--- src/rtl/ble_phy_pkg.sv ---
// Shared definitions for the BLE PHY receive blocks.
//   state_t     : decoder FSM state encoding
//   REP_*/DEPTH_* : legal parameter limits for the repetition decoder
//   clog2()     : constant ceil(log2(v)), usable in parameter lists
package ble_phy_pkg;

  typedef enum logic [1:0] {
    IDLE    = 2'd0,
    COLLECT = 2'd1,
    WAIT_EN = 2'd2,
    READ    = 2'd3
  } state_t;

  localparam int REP_MIN   = 3;
  localparam int REP_MAX   = 7;
  localparam int DEPTH_MIN = 8;
  localparam int DEPTH_MAX = 1024;

  function automatic int clog2(input int v);
    int r;
    r = 0;
    for (int i = 0; i < 31; i++)
      if ((1 << i) < v) r = i + 1;
    return r;
  endfunction

endpackage

--- src/rtl/rep_bit_ram_ble.sv ---
// 1-bit wide, DEPTH-deep simple dual-port RAM.
//   clk, reset            : clock, async active-low reset (read register only)
//   we, waddr, wdata      : synchronous write port
//   re, raddr, rdata      : registered read port; rdata updates only when re=1
// The array itself has no reset.
module rep_bit_ram_ble #(
  parameter int DEPTH = 64,
  parameter int AW    = 6
) (
  input  logic          clk,
  input  logic          reset,
  input  logic          we,
  input  logic [AW-1:0] waddr,
  input  logic          wdata,
  input  logic          re,
  input  logic [AW-1:0] raddr,
  output logic          rdata
);

  logic [DEPTH-1:0] mem;

  always_ff @(posedge clk) begin
    if (we) mem[waddr] <= wdata;
  end

  always_ff @(posedge clk or negedge reset) begin
    if (!reset)  rdata <= 1'b0;
    else if (re) rdata <= mem[raddr];
  end

endmodule

--- src/rtl/rep_majority_decoder_ble.sv ---
// Repetition-code majority decoder for the BLE receive path.
// Coded bits arrive in groups of REP; each group is voted to one bit and stored.
// When the burst ends the stored bits are replayed under consumer flow control.
//   clk, reset       : clock, async active-low reset
//   valid_in/data_in : coded bit stream; a burst is a contiguous valid_in run
//   enable           : consumer ready (read issue only while high)
//   valid_out/data_out : decoded bit stream, one cycle after each read issue
//   finished         : 1 when ready for a new burst
//   bit_count, disagree_count, overflow : statistics of the last burst
// REP must be odd in 3..7, DEPTH a power of two in 8..1024.
module rep_majority_decoder_ble
  import ble_phy_pkg::*;
#(
  parameter  int REP   = 3,
  parameter  int DEPTH = 64,
  localparam int AW    = clog2(DEPTH)
) (
  input  logic        clk,
  input  logic        reset,
  input  logic        valid_in,
  input  logic        data_in,
  input  logic        enable,
  output logic        valid_out,
  output logic        data_out,
  output logic        finished,
  output logic [AW:0] bit_count,
  output logic [AW:0] disagree_count,
  output logic        overflow
);

  localparam int GW = clog2(REP);
  localparam int OW = clog2(REP + 1);
  localparam logic [GW-1:0] GRP_LAST = GW'(REP - 1);
  localparam logic [OW-1:0] HALF     = OW'(REP / 2);
  localparam logic [OW-1:0] ALL_ONES = OW'(REP);
  localparam logic [AW:0]   FULL     = (AW+1)'(DEPTH);

  state_t        state;
  logic [GW-1:0] grp_cnt;
  logic [OW-1:0] ones;
  logic [AW-1:0] rd_ptr;
  logic          draining;   // last bit issued, waiting for it to be presented

  logic [OW-1:0] tally;      // ones including the bit arriving this cycle
  logic          group_done, vote, mixed, we, re;

  assign tally      = ones + OW'(data_in);
  assign group_done = (state == COLLECT) && valid_in && (grp_cnt == GRP_LAST);
  assign vote       = tally > HALF;
  assign mixed      = (tally != '0) && (tally != ALL_ONES);
  assign we         = group_done && (bit_count < FULL);
  assign re         = (state == READ) && enable && !draining;

  rep_bit_ram_ble #(.DEPTH(DEPTH), .AW(AW)) u_ram (
    .clk   (clk),
    .reset (reset),
    .we    (we),
    .waddr (bit_count[AW-1:0]),
    .wdata (vote),
    .re    (re),
    .raddr (rd_ptr),
    .rdata (data_out)
  );

  always_ff @(posedge clk or negedge reset) begin
    if (!reset) begin
      state          <= IDLE;
      grp_cnt        <= '0;
      ones           <= '0;
      rd_ptr         <= '0;
      draining       <= 1'b0;
      valid_out      <= 1'b0;
      finished       <= 1'b1;
      bit_count      <= '0;
      disagree_count <= '0;
      overflow       <= 1'b0;
    end else begin
      // RAM read data lands one cycle after issue, so valid tracks re.
      valid_out <= re;
      case (state)
        IDLE: begin
          if (valid_in) begin
            state          <= COLLECT;
            bit_count      <= '0;
            disagree_count <= '0;
            overflow       <= 1'b0;
            grp_cnt        <= GW'(1);
            ones           <= OW'(data_in);
          end
        end
        COLLECT: begin
          if (!valid_in) begin
            // partial group is simply discarded
            grp_cnt <= '0;
            ones    <= '0;
            if (bit_count == '0) begin
              state <= IDLE;
            end else begin
              state    <= WAIT_EN;
              finished <= 1'b0;
            end
          end else if (grp_cnt == GRP_LAST) begin
            grp_cnt <= '0;
            ones    <= '0;
            if (bit_count < FULL) bit_count <= bit_count + 1'b1;
            else                  overflow  <= 1'b1;
            if (mixed && (disagree_count != '1))
              disagree_count <= disagree_count + 1'b1;
          end else begin
            grp_cnt <= grp_cnt + 1'b1;
            ones    <= tally;
          end
        end
        WAIT_EN: begin
          if (enable) begin
            state    <= READ;
            rd_ptr   <= '0;
            draining <= 1'b0;
          end
        end
        READ: begin
          // Leave only once the last bit is on the output, so finished
          // rises on the same edge valid_out falls.
          if (draining) begin
            state    <= IDLE;
            finished <= 1'b1;
            draining <= 1'b0;
          end else if (enable) begin
            rd_ptr <= rd_ptr + 1'b1;
            if ({1'b0, rd_ptr} == bit_count - 1'b1) draining <= 1'b1;
          end
        end
        default: state <= IDLE;
      endcase
    end
  end

endmodule

--- config.mk ---
export PLATFORM = sky130hd
export DESIGN_NAME = rep_majority_decoder_ble
export DESIGN_NICKNAME = d
export VERILOG_FILES = /design/src/rtl/ble_phy_pkg.sv /design/src/rtl/rep_bit_ram_ble.sv /design/src/rtl/rep_majority_decoder_ble.sv
export SDC_FILE = /design/constraint.sdc
export NUM_CORES = 1
export LEC_CHECK = 0
export BUFFER_PORTS_ARGS = -buffer_cell sky130_fd_sc_hd__clkbuf_2
export CELL_PAD_IN_SITES_DETAIL_PLACEMENT = 1
export CELL_PAD_IN_SITES_GLOBAL_PLACEMENT = 1
export CORE_AREA = 2 2 104 106
export DETAILED_ROUTE_END_ITERATION = 10
export DIE_AREA = 0 0 106 108
export GPL_TIMING_DRIVEN = 1
export PLACE_DENSITY_LB_ADDON = 0.08
export RECOVER_POWER = 50
export SLEW_MARGIN = 15
export SYNTH_ARGS = -nofsm -noshare
export SYNTH_HDL_FRONTEND = slang
export SYNTH_SLANG_ARGS = --single-unit
--- constraint.sdc ---
create_clock -name clk -period 7.1 [get_ports clk]
set_clock_uncertainty 0.05 [all_clocks]
set_input_delay 0.355 -clock clk [delete_from_list [all_inputs] [get_ports clk]]
set_output_delay 0.355 -clock clk [all_outputs]
set_load 0.02 [all_outputs]
### After elaboration in Yosys (flattened, before gate mapping)

Cells that the tools add are included.

| word-level totals | value |
|---|---|
| flip-flop bits (word level) | 95 |
| bits in latches | 0 |
| memory bits (writable) | 0 |
| memory bits (read-only) | 0 |
| input port bits | 5 |
| output and inout port bits | 18 |
| logic and storage cells | 110 |
| memories kept | 0 |

| cells by class | value |
|---|---|
| $add $sub $neg | 6 |
| multiply operators | 0 |
| divide/modulo/power cells | 0 |
| $lt $le $gt $ge | 5 |
| equal/unequal tests | 19 |
| shift operators | 0 |
| multiplexer cells | 45 |
| bitwise logic cells | 0 |
| reductions and logical operators | 23 |

Operators by type and width:

| kind | count |
|---|---|
| $bwmux W64 | 1 |
| $mux W7 | 7 |
| $pmux W7 S2 | 2 |
| $mux W2 | 10 |
| $ne A2 B2 Y1 const B | 10 |
| $mux W6 | 3 |
| $reduce_and A5 Y1 | 3 |
| $add A7 B1 Y7 const B | 2 |
| $lt A6 B7 Y1 const B | 2 |
| $mux W1 | 13 |
| $pmux W6 S2 | 1 |
| $reduce_and A4 Y1 | 3 |
| $logic_and A1 B1 Y1 | 8 |
| $pmux W2 S2 | 2 |
| $pmux W2 S4 | 1 |
| $reduce_bool A2 Y1 | 4 |
| $eq A6 B7 Y1 | 1 |
| $logic_not A7 Y1 | 1 |
| $lt A7 B7 Y1 const B | 1 |
| $ne A7 B7 Y1 const B | 1 |
| $sub A7 B1 Y7 const B | 1 |
| $add A6 B1 Y6 const B | 1 |
| $bmux W1 S6 | 1 |
| $demux W1 S6 | 1 |
| other kinds (11) | 18 |

### Depth between registers and ports, before layout

Gate-level depths: netlist (run 1).

| depth | value |
|---|---|
| word-level depth | 8 |
| depth in mapped cells | 7 |
| depth with buffers taken out | 7 |

### By module

A second synthesis (run 1) with hierarchy kept.

| unflattened totals | value |
|---|---|
| cells, all modules | 422 |
| area total of the unflattened synthesis | 4832.1 µm² |

Modules (own cells, without submodules):

| module | times used | cells each | area an instance (µm²) | seq. area each (µm²) |
|---|---|---|---|---|
| rep_bit_ram_ble | 1 | 223 | 3005.4 | 1946.9 |
| rep_majority_decoder_ble | 1 | 199 | 1826.8 | 752.0 |

### Worst setup path before layout (run 1)

Ideal clock, no wire load.

| timing path | value |
|---|---|
| kind | register to register |
| start | register ones[0] |
| end | register u_ram.mem[0], data pin |
| library setup time | 499 ps |
| arrival | 2416 ps |
| data required time | 6551 ps |
| path slack | 4135 ps |
| stages on the path, launching flop included | 5 |
| path through | dfrtp_1 > ha_1 > xnor2_1 > ha_1 > nor2_1 |

| between the ends | value |
|---|---|
| cells in the longest elaborated chain, start to end | 3 |

Ends and longest elaborated chain:

| what | RTL line | RTL |
|---|---|---|
| start: declaration | rep_majority_decoder_ble.sv:40 | `logic [OW-1:0] ones;` |
| start signal: assignment | rep_majority_decoder_ble.sv:88 | `ones <= OW'(data_in);` |
| start signal: assignment | rep_majority_decoder_ble.sv:111 | `ones <= tally;` |
| $add A2 B1 Y2 | rep_majority_decoder_ble.sv:47 | `assign tally = ones + OW'(data_in);` |
| $gt A2 B1 Y1 | rep_majority_decoder_ble.sv:49 | `assign vote = tally > HALF;` |
| net u_ram.wdata | rep_bit_ram_ble.sv:14 | `input logic wdata,` |
| $bwmux W64 | rep_bit_ram_ble.sv:23 | `if (we) mem[waddr] <= wdata;` |
| end signal: indexed assignment | rep_bit_ram_ble.sv:23 |  |
| end: declaration | rep_bit_ram_ble.sv:20 | `logic [DEPTH-1:0] mem;` |

The timed path passes the listed nets, and every way through them passes these cells.
A chain may end at the register's enable or synchronous reset.

### Final worst setup path (run 1)

| timing path | value |
|---|---|
| start | register ones[0] |
| end | register u_ram.mem[7], data pin |

The elaborated chain is that of the path after synthesis.

==> results of run 1 <==
[cell usage in the layout, fill, tap and decap left out, types with 4 or more instances in the layout]
master,synthesis,final
sky130_fd_sc_hd__a21oi_1,7,7
sky130_fd_sc_hd__a32o_1,4,4
sky130_fd_sc_hd__and2_1,5,5
sky130_fd_sc_hd__clkbuf_1,13,21
sky130_fd_sc_hd__clkbuf_8,0,9
sky130_fd_sc_hd__dfrtp_1,30,30
sky130_fd_sc_hd__edfxtp_1,64,64
sky130_fd_sc_hd__ha_1,7,7
sky130_fd_sc_hd__inv_1,10,10
sky130_fd_sc_hd__mux4_1,8,8
sky130_fd_sc_hd__mux4_2,8,8
sky130_fd_sc_hd__nand2_1,19,19
sky130_fd_sc_hd__nand2b_1,4,4
sky130_fd_sc_hd__nand3_1,14,14
sky130_fd_sc_hd__nand3b_1,4,4
sky130_fd_sc_hd__nor2_1,97,97
sky130_fd_sc_hd__o21ai_0,13,13
sky130_fd_sc_hd__xnor2_1,11,11
sky130_fd_sc_hd__xor2_1,7,7
[cells by family (layout without fill, tap and decap cells)]
kind of cell	count (synthesis)	after routing	share of synthesized area
flip-flops	95	95	0.5882
AND/OR/NAND/NOR	162	162	0.1587
XOR/XNOR	18	18	0.03436
buffers and inverters	30	51	0.02645
AO/OA/AOI/OAI	49	49	0.07418
adder cells (fa/ha/maj)	7	7	0.01909
multiplexers	22	22	0.09899
[sequential cells by signal, summed over array words and instances, names as in the netlist, named ones only]
signal          flops
u_ram.mem          64
bit_count           7
disagree_count      7
rd_ptr              6
grp_cnt             2
ones                2
draining            1
finished            1
overflow            1
state               1
u_ram.rdata         1
valid_out           1
[metal layers]
| layer | up-vias | global-route usage | wire length [um] |
|---|---|---|---|
| met1 | 1584 | 0.2812 | 4859 |
| met2 | 57 | 0.3295 | 5255 |
| met3 | 15 | 0.03195 | 508 |
| met4 | 0 | 0.08553 | 169 |
| met5 | - | 0 | 0 |
| li1 | 1422 | - | - |
[report_power, final]
group	internal, uW	total [uW]	switching, uW
Combinational	206	523	317
Clock	165	363	198
Sequential	736	855	118
Total	1110	1740	633
[layout make-up]
| type | instances | area [sq um] |
|---|---|---|
| fillers | 1096 | 5258 |
| flip-flops and latches | 95 | 2699 |
| multi-input cells | 258 | 1768 |
| well taps | 136 | 170.2 |
| clock buffers | 10 | 127.6 |
| repair buffers | 25 | 105.1 |
| clock inverters | 6 | 66.31 |
| inverters | 10 | 37.54 |
[path summary, 6_finish.rpt]
check / start / end / slack, ns / cells after the start
min in group asynchronous: reset / disagree_count[3]$_DFFE_PN0P_ / 0.39 / 1
worst max-delay path: ones[0]$_DFFE_PN0P_ / u_ram.mem[7]$_DFFE_PP_ / 3.35 / 5
worst min-delay path: valid_in / grp_cnt[1]$_DFFE_PN0P_ / 0.23 / 3
max in group asynchronous: reset / u_ram.rdata$_DFFE_PN0P_ / 5.61 / 1
worst min register to register: overflow$_DFFE_PN0P_ / overflow$_DFFE_PN0P_ / 0.46 / 2
worst max register to register: ones[0]$_DFFE_PN0P_ / u_ram.mem[7]$_DFFE_PP_ / 3.35 / 5
[metrics by stage]
stage                     worst slack (ns)  hold WS (ns)  total power [uW]  instance area (sq um)    util
final                                3.355        0.2255              1740                   4974  0.4861
after global routing                 2.948        0.2695              1856                   4974  0.4861
after CTS                            4.512       0.05251              1774                   5001  0.4888
after detailed placement             4.495        0.4443              1407                   4807  0.4699
after global placement               4.525        0.4350              1389                   4807  0.4699
after floorplan                      4.135      0.009409              1234                   4588       -
[worst max-delay path, delay by kind of cell, from the launching register on]
family | cells | cell delay [ns]
buf+inv | 1 | 1.01
flops | 1 | 0.42
simple gates | 1 | 1.29
fa+ha+maj | 2 | 0.41
xor+xnor | 1 | 0.16
==> impl_metrics.py, run 1 <==
metrics = {
    "outcome": {
        "status": "complete, but fails checks",
        "failing_checks": "max-capacitance violations, max-slew violations",
    },
    "yosys": {
        "mean_area_per_synthesized_cell_sq_um": 11.98,
        "synth_sequential_area_ratio": 0.5882,
        "synthArstFlopShare": 0.3263,
        "dominant_cell_by_count_in_the_synthesized_netlist": "sky130_fd_sc_hd__nor2_1",
        "syn_inst": 383,
        "synth_top_cell_by_area": "sky130_fd_sc_hd__edfxtp_1",
        "synth_ff_type": "sky130_fd_sc_hd__edfxtp_1",
        "yosys.cell_types.count": 53,
        "synth_area_sq_um": 4588,
        "syn_nets": 395,
        "netlist.area_leader.share": 0.4189,
        "synthTopCellsByArea": "sky130_fd_sc_hd__edfxtp_1 (42%), sky130_fd_sc_hd__dfrtp_1 (16%), sky130_fd_sc_hd__nor2_1 (7.9%)",
        "synth.ff_latch_count": 95,
        "edff_count_synth": 64,
        "yosysWarnings": 0,
        "synth.top_cells.by_count": "sky130_fd_sc_hd__nor2_1 (97), sky130_fd_sc_hd__edfxtp_1 (64), sky130_fd_sc_hd__dfrtp_1 (30)",
    },
    "timing": {
        "timing_worst_slew_pin_value_ns": 1.739,
        "maxClockFrequency_ghz": 0.2670,
        "final_hold_viol_count": 0,
        "timing.final.max_slew_violations": 64,
        "final_min_period_over_clock_period": 0.5275,
        "setup_repair_after_global_routing_missed_its_margin": "no",
        "setup-violations-final": 0,
        "final_period_demand_of_the_worst_path_ns": 3.745,
        "relSlewSlack": -0.1634,
        "finalSetupTns_ns": 0,
    },
    "final_layout": {
        "finish.cell_count_without_fillers": 540,
        "insertedDiodeCount": 0,
        "syn_to_final_growth_pct": 8.399,
        "layout.nets": 411,
        "final_layout_size_suffix_gt1_frac": 0.08663,
    },
    "cts": {
        "clk_pin_slew_ns": 0.09,
        "holdBufCountCts": 0,
        "clock_latency_on_the_worst_skew_pair_ns": 0.36,
        "clock_buffers_created_by_tritoncts": 9,
        "post_cts_resized": 0,
        "cts_htree_levels": 3,
        "tritoncts": "built",
        "cts_max_path_buffers": 2,
        "ctsRootBufferMaster": "sky130_fd_sc_hd__clkbuf_8",
        "cts.sink_count": 95,
        "cts_setup_buffers": 0,
    },
    "floorplanning": {
        "placementRows": 37,
        "die_width_um": 106,
        "starting_density_of_the_core": 0.4485,
        "floorplan.die_area_sq_um": 11450,
        "design.portCount": 23,
        "die-height_um": 108,
        "placeableCoreArea_sq_um": 10230,
    },
    "setup_path": {
        "setup.worst_path.class": "reg -> reg",
        "cpMostUsedCell": "sky130_fd_sc_hd__ha_1",
        "cp-end-kind": "flip-flop",
        "critical_path_required_ns": 7.03,
        "crit_path_start_kind": "flip-flop",
        "crit_path_max_incr_delay_ns": 1.29,
        "critical_path.max_fanout": 34,
        "cp.arrival_ns": 3.68,
        "crit_path_top_delay_cell": "sky130_fd_sc_hd__nor2_1",
        "path_cells": "ha_1, xnor2_1, ha_1, nor2_1, clkbuf_1",
    },
    "global_route": {
        "grt_max_degree": 65,
        "globalRouteOverflowTotal": 0,
        "grt_first_pass_wirelength_um": 17620,
        "grt_pass1_vias": 3228,
        "grt_antenna_before_repair": 0,
        "grt_usage": 0.2051,
    },
    "route": {
        "wl_per_cell_um": 19.99,
        "detail_route.iter0.violations": 221,
        "drc": 0,
        "route.final.wire_length_um": 10790,
        "route.antenna.remaining_nets": 0,
        "vias_after_detailed_routing": 3078,
        "firstDrtPassIters": 4,
        "drt-vias-per-instance": 5.700,
    },
    "placement": {
        "port_buffers": 22,
        "dp_hpwl_um": 7109,
        "gp_congestion": 0.8036,
        "dp_cell_count": 523,
    },
    "power_and_ir_drop": {
        "powerDensity_nw_per_um2": 349.9,
        "power.leakage_uw": 0.001730,
        "vdd_drop_max_uv": 193.5,
    },
    "flow_run": {
        "timing.max_cap.violations": 2,
    },
    "min_path": {
        "worstHoldPathType": "in -> reg",
    },
}
Power figures use the tool's default switching activity.
==> run 2: changes to the inputs <==
--- a/config.mk
+++ b/config.mk
@@ -5,12 +5,13 @@
 export SDC_FILE = /design/constraint.sdc
 export NUM_CORES = 1
 export LEC_CHECK = 0
+export ABC_AREA = 1
 export BUFFER_PORTS_ARGS = -buffer_cell sky130_fd_sc_hd__clkbuf_2
 export CELL_PAD_IN_SITES_DETAIL_PLACEMENT = 1
 export CELL_PAD_IN_SITES_GLOBAL_PLACEMENT = 1
-export CORE_AREA = 2 2 104 106
+export CORE_AREA = 2 2 107 109
 export DETAILED_ROUTE_END_ITERATION = 10
-export DIE_AREA = 0 0 106 108
+export DIE_AREA = 0 0 109 111
 export GPL_TIMING_DRIVEN = 1
 export PLACE_DENSITY_LB_ADDON = 0.08
 export RECOVER_POWER = 50
==> constraint.sdc (replaced) <==
create_clock -name clk -period 3.8 [get_ports clk]
set_clock_uncertainty 0.05 [all_clocks]
set_input_delay 0.19 -clock clk [delete_from_list [all_inputs] [get_ports clk]]
set_output_delay 0.19 -clock clk [all_outputs]
set_load 0.02 [all_outputs]
==> run 2 against run 1 <==
Net effect: design area grew 5.9%; register-to-register slack worse by 1.8 ns; total power is 110% higher; via count rose by 21%; the run still ends with max-capacitance violations, max-slew violations left.
==> impl_metrics.py, run 2 <==
metrics = {
    "floorplanning": {
        "design.portCount": 23,
        "placeableCoreArea_sq_um": 11080,
        "starting_density_of_the_core": 0.4310,
        "die_width_um": 109,
        "placementRows": 39,
        "floorplan.die_area_sq_um": 12100,
        "die-height_um": 111,
    },
    "cts": {
        "clock_latency_on_the_worst_skew_pair_ns": 0.35,
        "ctsRootBufferMaster": "sky130_fd_sc_hd__clkbuf_16",
        "clock_buffers_created_by_tritoncts": 9,
        "clk_pin_slew_ns": 0.06,
        "cts_max_path_buffers": 2,
        "tritoncts": "built",
        "post_cts_resized": 0,
        "cts.sink_count": 95,
        "cts_htree_levels": 3,
    },
    "final_layout": {
        "reg_with_most_ffs": "u_ram.mem",
        "layout_cell_area_excl_fill_sq_um": 5269,
        "layout.filler_cells": 1333,
        "final_layout_size_suffix_gt1_frac": 0.06890,
        "largest_registers": "u_ram.mem x64, bit_count x7, disagree_count x7",
        "syn_to_final_growth_pct": 10.35,
        "layout.nets": 573,
        "mostFrequentLayoutCells": "sky130_fd_sc_hd__nand2_1 (131), sky130_fd_sc_hd__nor2_1 (95), sky130_fd_sc_hd__edfxtp_1 (64)",
        "largest_register_ff_count": 64,
        "layout_commonest_cell": "sky130_fd_sc_hd__nand2_1",
        "insertedDiodeCount": 0,
        "finish.cell_count_without_fillers": 709,
    },
    "route": {
        "drt-vias-per-instance": 5.233,
        "wl_per_cell_um": 17.53,
        "detail_route.iter0.violations": 166,
        "vias_after_detailed_routing": 3710,
        "route.antenna.remaining_nets": 0,
        "route.final.wire_length_um": 12430,
        "drc": 0,
        "firstDrtPassIters": 4,
    },
    "min_path": {
        "worstHoldStart": "enable",
        "worst_hold_path.num_cells": 4,
        "hold_end": "u_ram.rdata$_DFFE_PN0P_",
        "worstHoldPathType": "in -> reg",
    },
    "yosys": {
        "syn_inst": 537,
        "synth_sequential_area_ratio": 0.5653,
        "syn_nets": 549,
        "yosysWarnings": 0,
        "dominant_cell_by_count_in_the_synthesized_netlist": "sky130_fd_sc_hd__nand2_1",
        "synthTopCellsByArea": "sky130_fd_sc_hd__edfxtp_1 (40%), sky130_fd_sc_hd__dfrtp_1 (16%), sky130_fd_sc_hd__nand2_1 (10%)",
        "synth_top_cell_by_area": "sky130_fd_sc_hd__edfxtp_1",
        "edff_count_synth": 64,
        "synth_ff_type": "sky130_fd_sc_hd__edfxtp_1",
        "synthArstFlopShare": 0.3263,
        "yosys.cell_types.count": 35,
        "mean_area_per_synthesized_cell_sq_um": 8.891,
        "synth_area_sq_um": 4775,
        "netlist.area_leader.share": 0.4025,
        "synth.ff_latch_count": 95,
        "synth.top_cells.by_count": "sky130_fd_sc_hd__nand2_1 (129), sky130_fd_sc_hd__nor2_1 (93), sky130_fd_sc_hd__edfxtp_1 (64)",
    },
    "setup_path": {
        "worstRegToRegCells": 10,
        "cp-end-kind": "flip-flop",
        "reg2reg_slack_ns": 1.55,
        "regToRegEndpoint": "u_ram.rdata$_DFFE_PN0P_",
        "worst_r2r_startpoint": "rd_ptr[1]$_DFFE_PN0P_",
        "setup.worst_path.class": "reg -> reg",
        "cp.arrival_ns": 2.44,
        "crit_path_start_kind": "flip-flop",
        "critical_path_required_ns": 3.99,
        "critical_path.max_fanout": 12,
    },
    "timing": {
        "final.hold.worst_slack_ns": 0.09915,
        "final_min_period_over_clock_period": 0.5924,
        "final_period_demand_of_the_worst_path_ns": 2.251,
        "setup-violations-final": 0,
        "maxClockFrequency_ghz": 0.4443,
        "timing.final.max_slew_violations": 32,
        "setup_repair_after_global_routing_missed_its_margin": "no",
        "postLayoutSetupSlackWorst_ns": 1.549,
        "relSlewSlack": -0.2064,
        "final_hold_viol_count": 0,
        "timing_worst_slew_pin_value_ns": 1.810,
        "finalSetupTns_ns": 0,
    },
    "global_route": {
        "globalRouteOverflowTotal": 0,
        "grt_pass1_vias": 3939,
        "grt_first_pass_wirelength_um": 20530,
        "grt_antenna_before_repair": 0,
        "grt_max_degree": 41,
        "grt_usage": 0.2270,
    },
    "placement": {
        "placed_cell_area_sq_um": 5010,
        "gp_congestion": 0.7751,
        "port_buffers": 22,
        "dp_hpwl_um": 8468,
        "placement_setup_slack_ns": 1.606,
        "dp_cell_count": 692,
    },
    "outcome": {
        "status": "complete, but fails checks",
        "failing_checks": "max-capacitance violations, max-slew violations",
    },
    "power_and_ir_drop": {
        "power.leakage_uw": 0.002142,
        "vdd_drop_max_uv": 306.1,
        "powerDensity_nw_per_um2": 691.8,
    },
    "flow_run": {
        "timing.max_cap.violations": 1,
    },
}
[run 2: cell types whose count changed in the layout (fill, tap and decap cells not counted), sizes merged, moves of 5 or more]
cell,delta
nand3,+47
and2,-5
o21ai,+11
mux4,-16
nand2,+116
a21oi,+11
inv,+43
xnor2,-7
[run 2: cell families after synthesis]
family	after synthesis	share of synthesized area
adder cells (fa/ha/maj)	7	0.01834
flip-flops	95	0.5653
buffers and inverters	70	0.06237
AND/OR/NAND/NOR	305	0.2773
AO/OA/AOI/OAI	49	0.05660
XOR/XNOR	11	0.02018
[run 2: power breakdown]
group / leakage, uW / internal (uW) / total (uW) / switching (uW)
registers: 0.000995 / 1340 / 1460 / 116
logic: 0.00101 / 354 / 1280 / 925
clock network: 0.000141 / 528 / 908 / 380
total: 0.00214 / 2220 / 3640 / 1420
[run 2: layout make-up]
class / count / area (sq um) / share of cell area
multi-input combinational: 372 / 1769 / 0.3358
clock inverter: 3 / 42.54 / 0.008074
clock buffer: 13 / 250.2 / 0.04749
sequential: 95 / 2699 / 0.5122
tap: 143 / 178.9 / 0.03396
timing repair buffer: 26 / 115.1 / 0.02185
inverter: 57 / 214.0 / 0.04061
[run 2: worst max-delay path by stage]
stage | startpoint | to | slack, ns
after floorplan | ones[0]$_DFFE_PN0P_ | u_ram.mem[0]$_DFFE_PP_ | 0.87
after global placement | ones[0]$_DFFE_PN0P_ | u_ram.mem[60]$_DFFE_PP_ | 1.67
after detailed placement | ones[0]$_DFFE_PN0P_ | u_ram.mem[29]$_DFFE_PP_ | 1.61
after CTS | ones[0]$_DFFE_PN0P_ | u_ram.mem[5]$_DFFE_PP_ | 1.59
after global routing | flip-flop | u_ram.mem[35]$_DFFE_PP_ | 1.36
final | rd_ptr[1]$_DFFE_PN0P_ | u_ram.rdata$_DFFE_PN0P_ | 1.55
[run 2: critical path, cell delays in order, from the launching register on]
cell and delay [ns]:
sky130_fd_sc_hd__dfrtp_1 0.57, sky130_fd_sc_hd__clkbuf_1 0.69, sky130_fd_sc_hd__nand3_1 0.16, sky130_fd_sc_hd__nand3_1 0.14, sky130_fd_sc_hd__nand2_1 0.06, sky130_fd_sc_hd__nor2_1 0.16
sky130_fd_sc_hd__nand2_1 0.07, sky130_fd_sc_hd__nand3_1 0.08, sky130_fd_sc_hd__nand2_1 0.07, sky130_fd_sc_hd__nand2_1 0.06, sky130_fd_sc_hd__nand2_1 0.04
[run 2: through the flow]
stage                     total power [uW]    util
after global placement                2749  0.4523
final                                 3645  0.4757
after global routing                  3883  0.4757
after floorplan                       2400       -
after detailed placement              2796  0.4523
after CTS                             3709  0.4796
[run 2: layer usage]
layer,vias to the layer above,wire (um),global-route usage
li1,1799,-,-
met1,1847,5782,0.3095
met2,49,6061,0.3685
met3,15,378,0.03116
met4,0,204,0.08120
met5,-,0,0
[run 2: repair_timing]
| action | in CTS | in global routing |
|---|---|---|
| hold buffers | 1 | 0 |
| buffers inserted | 0 | 0 |
| endpoints found under the setup margin | 0 | 0 |
| hold endpoints to repair | 30 | 0 |
